===== config.mk =====
export PLATFORM = sky130hd
export DESIGN_NAME = pipe_stage_regs
export DESIGN_NICKNAME = d
export VERILOG_FILES = /design/src/rtl/pipe_stage_regs_pkg.sv /design/src/rtl/pipe_stage_regs_skid_buffer.sv /design/src/rtl/pipe_stage_regs.sv
export SDC_FILE = /design/constraint.sdc
export NUM_CORES = 1
export LEC_CHECK = 0
export BUFFER_PORTS_ARGS = -buffer_cell sky130_fd_sc_hd__buf_2
export CORE_MARGIN = 4
export CORE_UTILIZATION = 58
export CTS_CLUSTER_SIZE = 40
export DETAILED_ROUTE_END_ITERATION = 6
export HOLD_SLACK_MARGIN = 0.12
export PLACE_DENSITY = 0.85
export REMOVE_ABC_BUFFERS = 1
export SETUP_SLACK_MARGIN = 0.3
export SKIP_CTS_REPAIR_TIMING = 1
export SYNTH_ARGS = -nofsm -noshare
export SYNTH_HDL_FRONTEND = slang
export SYNTH_SLANG_ARGS = --single-unit
export TNS_END_PERCENT = 5

===== constraint.sdc =====
create_clock -name clk -period 2.5 [get_ports clk]
set_input_delay 0 -clock clk [delete_from_list [all_inputs] [get_ports clk]]
set_output_delay 0 -clock clk [all_outputs]
set_load 0.01 [all_outputs]

===== src/rtl/pipe_stage_regs_pkg.sv =====
// Shared definitions for the datapath pipeline-stage registers:
// control-word bit positions, per-stage payload widths and skid FSM states.
package pipe_stage_regs_pkg;

    // Control word bit positions
    localparam int unsigned CTRL_REG_WE  = 0;
    localparam int unsigned CTRL_MEM_WE  = 1;
    localparam int unsigned CTRL_MEM2REG = 2;
    localparam int unsigned CTRL_IS_JUMP = 3;

    // Per-stage payload widths
    localparam int unsigned IF_ID_DATA_W  = 64;
    localparam int unsigned IF_ID_CTRL_W  = 8;
    localparam int unsigned ID_EX_DATA_W  = 64;
    localparam int unsigned ID_EX_CTRL_W  = 8;
    localparam int unsigned EX_MEM_DATA_W = 64;
    localparam int unsigned EX_MEM_CTRL_W = 8;
    localparam int unsigned MEM_WB_DATA_W = 64;
    localparam int unsigned MEM_WB_CTRL_W = 8;

    // Occupancy of the 2-entry skid buffer
    typedef enum logic [1:0] {
        SKID_EMPTY = 2'd0,
        SKID_ONE   = 2'd1,
        SKID_FULL  = 2'd2
    } skid_state_t;

endpackage


===== src/rtl/pipe_stage_regs_skid_buffer.sv =====
// Two-slot skid buffer: the main slot drives the outputs, the skid slot
// catches the one entry accepted while downstream stalls, so in_ready can
// come straight from a flop.
module pipe_skid_buffer
    import pipe_stage_regs_pkg::*;
#(
    parameter int unsigned W = 72
) (
    input  logic         clk,
    input  logic         reset,
    input  logic         flush,
    input  logic         in_valid,
    output logic         in_ready,
    input  logic [W-1:0] in_payload,
    output logic         out_valid,
    input  logic         out_ready,
    output logic [W-1:0] out_payload,
    output logic [1:0]   count
);

    skid_state_t  state, state_next;
    logic [W-1:0] main_q, skid_q;
    logic         ready_q;
    logic         push, pop;
    logic         load_main_in, load_main_skid, load_skid;

    assign push        = in_valid & ready_q;
    assign pop         = out_valid & out_ready;
    assign in_ready    = ready_q;
    assign out_valid   = (state != SKID_EMPTY);
    assign out_payload = main_q;
    assign count       = (state == SKID_FULL) ? 2'd2 :
                         (state == SKID_ONE)  ? 2'd1 : 2'd0;

    // Next-state and slot-load decode; flush discards everything
    always_comb begin
        state_next     = state;
        load_main_in   = 1'b0;
        load_main_skid = 1'b0;
        load_skid      = 1'b0;
        if (flush) begin
            state_next = SKID_EMPTY;
        end else begin
            case (state)
                SKID_EMPTY: begin
                    if (push) begin
                        load_main_in = 1'b1;
                        state_next   = SKID_ONE;
                    end
                end
                SKID_ONE: begin
                    if (push && pop) begin
                        load_main_in = 1'b1;
                    end else if (push) begin
                        load_skid  = 1'b1;
                        state_next = SKID_FULL;
                    end else if (pop) begin
                        state_next = SKID_EMPTY;
                    end
                end
                SKID_FULL: begin
                    if (pop) begin
                        load_main_skid = 1'b1;
                        state_next     = SKID_ONE;
                    end
                end
                default: state_next = SKID_EMPTY;
            endcase
        end
    end

    // State, registered in_ready and slot storage; reset zeroes the payload
    always_ff @(posedge clk) begin
        if (reset) begin
            state   <= SKID_EMPTY;
            ready_q <= 1'b1;
            main_q  <= '0;
            skid_q  <= '0;
        end else begin
            state   <= state_next;
            ready_q <= (state_next != SKID_FULL);
            if (load_main_in) begin
                main_q <= in_payload;
            end else if (load_main_skid) begin
                main_q <= skid_q;
            end
            if (load_skid) begin
                skid_q <= in_payload;
            end
        end
    end

endmodule


===== src/rtl/pipe_stage_regs.sv =====
// Generic pipeline-stage register carrying data and control words between
// CPU stages with valid/ready handshake, flush and bubble-safe control.
module pipe_stage_regs
    import pipe_stage_regs_pkg::*;
#(
    parameter int unsigned DATA_W = 64,
    parameter int unsigned CTRL_W = 8,
    parameter int unsigned SKID   = 1
) (
    input  logic              clk,
    input  logic              reset,
    input  logic              flush,
    input  logic              in_valid,
    output logic              in_ready,
    input  logic [DATA_W-1:0] in_data,
    input  logic [CTRL_W-1:0] in_ctrl,
    output logic              out_valid,
    input  logic              out_ready,
    output logic [DATA_W-1:0] out_data,
    output logic [CTRL_W-1:0] out_ctrl,
    output logic [1:0]        count
);

    localparam int unsigned PW = DATA_W + CTRL_W;

    logic [PW-1:0] in_payload;
    logic [PW-1:0] held_payload;
    logic          held_valid;

    assign in_payload = {in_ctrl, in_data};

    generate
        if (SKID != 0) begin : g_skid
            pipe_skid_buffer #(
                .W (PW)
            ) u_skid (
                .clk         (clk),
                .reset       (reset),
                .flush       (flush),
                .in_valid    (in_valid),
                .in_ready    (in_ready),
                .in_payload  (in_payload),
                .out_valid   (held_valid),
                .out_ready   (out_ready),
                .out_payload (held_payload),
                .count       (count)
            );
        end else begin : g_single
            logic          valid_q;
            logic [PW-1:0] payload_q;

            assign in_ready     = ~valid_q | out_ready;
            assign held_valid   = valid_q;
            assign held_payload = payload_q;
            assign count        = {1'b0, valid_q};

            // Single register: a push replaces the entry even on a coincident pop
            always_ff @(posedge clk) begin
                if (reset) begin
                    valid_q   <= 1'b0;
                    payload_q <= '0;
                end else if (flush) begin
                    valid_q <= 1'b0;
                end else if (in_valid && in_ready) begin
                    valid_q   <= 1'b1;
                    payload_q <= in_payload;
                end else if (valid_q && out_ready) begin
                    valid_q <= 1'b0;
                end
            end
        end
    endgenerate

    // Control is masked during bubbles; data keeps its last value
    always_comb begin
        out_valid = held_valid;
        out_data  = held_payload[DATA_W-1:0];
        out_ctrl  = held_valid ? held_payload[PW-1:DATA_W] : '0;
    end

endmodule


==> reports/qor.csv <==
metric;value;unit
Inst Count DP;989;
share of layout cells above drive strength 1;21.8;%
chip height;115;microns
DRC;0;
number of I/O pins;153;
clk sinks;147;
pre-CTS setup slack;0.723;ns
Final Power;5.48;mW
P_leak;3.11;nW
WL/cell;16.7;microns
cts bufs inserted;17;
pwr dens;665;nW/um^2
port bufs;152;
Root Buffer;clkbuf_16;
data arrival time of the worst path;2.14;ns
Final Max Tran Viols;0;
Synth area leader;dfxtp_1;
Initial Utilization;60.4;%
Post-DRT Antenna Nets;0;
ant diodes;0;
via/cell ratio;6.00;
gpl congestion;0.786;
GR Overflow Total;0;
vias in the first global route;5605;
Worst-Skew Late Latency;0.41;ns
H-tree Lvls;4;
Die Span X;115;microns
Post-Synth Adder-Cell Area;0;%
end-of-flow core utilization;74.3;%
final setup fails;0;
count of different cell masters after synthesis;24;
status;completed;
first-pass GRT wire length;26900;microns
crit share post-route;74.8;%
crit-path max FO;72;
CORE AREA;11100;sq um
Seq/Total Area, Yosys;43.9;%
Syn Area/Cell;8.06;sq um
row count;38;
Longest Clk Path Bufs;2;
Nets;1021;
kind of critical path;reg -> reg;
crit start category;flip-flop;
largest family of logic cells by synthesized area;simple AND/OR/NAND/NOR gates;
area grow syn2layout;22.9;%
Least-Margin Pin Slew;0.569;ns
Synth area leaders;dfxtp_1, a311oi_1, buf_4;
total global routing track utilization;24.5;%
Fin. Hold Viols;0;
Syn Inst Count;831;
Hold Path Class;in -> reg;
vias post-DR;6580;
largest net degree at the start of global routing;111;
total wire length;18300;microns
xor and xnor fraction of the mapped netlist area;0;%
Post-Syn Area;6700;sq um
area share of the largest cell type after synthesis;43.9;%
clock-pin slew on the worst setup and hold paths;0.06;ns
final-layout fill cell count;800;
multiplexer share of the synthesized area;0;%
Seq cells post-synth;147;
f_max;0.535;GHz
antenna violations before repair;0;
die area;13300;sq um
worst vdd ir;0.000403;V
setup slack after layout;0.631;ns
RSZ-0062 raised after global routing;no;
post-synthesis compound-gate area fraction;20.7;%
fin cells;1097;
CP Data Required Time;2.77;ns
drt initial violations;829;
Max-cap violations;0;
warnings from Yosys;0;
Max transition margin;61.9;%
post-detail-place hpwl;10000;microns
Setup Skew;0.0102;ns
min cycle time layout;1.87;ns
Simple-Gate Fraction of Synth Area;21.1;%
CP endpoint kind;flip-flop;
CTS tree;built;
First-pass DRT Iterations;6;
where the power goes:
group          total (mW)  switching, mW  internal, mW
Clock                2.38           1.05          1.33
Combinational       0.610          0.338         0.272
Sequential           2.48         0.0511          2.43
Total                5.48           1.44          4.03
cell families (layout without fill, tap and decap cells):
kind of cell           count (synthesis)  after routing
AO/OA/AOI/OAI                        221            221
buffers and inverters                153            279
flip-flops                           147            147
AND/OR/NAND/NOR                      310            310
Yosys cell counts:
| cell | n |
|---|---|
| and4bb_2 | 1 |
| and3_1 | 1 |
| dfxtp_1 | 147 |
| buf_6 | 6 |
| o21bai_1 | 1 |
| buf_4 | 75 |
| a311oi_1 | 72 |
| nand2_2 | 1 |
| nand3_1 | 72 |
| clkbuf_1 | 31 |
| nand4bb_1 | 2 |
| nor3_1 | 72 |
| nand2b_1 | 1 |
| nor2_1 | 3 |
| a21oi_1 | 73 |
| o311a_1 | 1 |
| o21ai_0 | 73 |
| o21ba_2 | 1 |
| nand2_1 | 144 |
| nor3b_1 | 1 |
| and4bb_1 | 1 |
| inv_1 | 2 |
| nor2b_1 | 11 |
| buf_2 | 39 |
through the flow:
stage          hold WS (ns)  setup TNS, ns  area [sq um]
6_report              0.337              0          8230
3_3_place_gp          0.265              0          6910
5_1_grt               0.380              0          8230
3_5_place_dp          0.265              0          6910
4_1_cts              -0.165              0          7470
2_1_floorplan        0.0691        -452.80          5750
state kept, by name, indices dropped and copies added, names as in the netlist:
| signal | flops |
|---|---|
| g_skid.u_skid.out_payload | 72 |
| g_skid.u_skid.skid_q | 72 |
| g_skid.u_skid.state | 2 |
| g_skid.u_skid.in_ready | 1 |
final cells by class:
type                            count  area, sq um  area share [%]
Multi-Input combinational cell    531         2850            34.6
Clock inverter                     14          120            1.46
Timing Repair Buffer              245         1700            20.7
Inverter                            2         7.51          0.0912
Clock buffer                       18          439            5.33
Tap cell                          140          175            2.13
Sequential cell                   147         2940            35.7
cells in the final DEF, fill, tap and decap left out:
cell           netlist  final
a21oi_1             73     73
a311oi_1            72     72
and3_1               1      1
and4bb_2             1      2
buf_12               0      4
buf_2               39    151
buf_4               75     14
clkbuf_16            0     17
clkbuf_8             0      1
clkinv_2             0      1
clkinv_4             0      4
clkinvlp_4           0      3
dfxtp_1            147    147
dlygate4sd3_1        0     76
inv_1                2      2
inv_6                0      4
inv_8                0      2
nand2_1            144    144
nand2_2              1      1
nand2b_2             0      1
nand3_1             72     72
nand4bb_4            0      2
nor2_1               3      3
nor2b_1             11     10
nor2b_4              0      1
nor3_1              72     72
nor3b_1              1      1
o21ai_0             73     73
o21ba_2              1      1
o21bai_1             1      1
o311a_1              1      1
worst paths after layout:
check,from,to,slack [ns],cells after the start
min,in_valid,g_skid.u_skid.in_ready,0.34,4
max,g_skid.u_skid.state[1],g_skid.u_skid.skid_q[1],0.63,4
min reg2reg,g_skid.u_skid.skid_q[71],g_skid.u_skid.skid_q[71],0.48,2
max reg2reg,g_skid.u_skid.state[1],g_skid.u_skid.skid_q[1],0.63,4
layer usage:
layer,vias to the layer above,part of all wire [%],GRT usage (%)
li1,3115,-,-
met1,3050,42,33.8
met2,372,47,38.4
met3,43,8.6,5.27
met4,0,2.5,7.98
met5,-,0,0
worst max-delay path, stage by stage, from the launching register on:
cell and delay [ns]:
dfxtp_1 0.40, nand4bb_4 0.57, buf_12 0.38, o21ai_0 0.24, a21oi_1 0.14
Note: power is estimated with default switching activity, not from simulation.
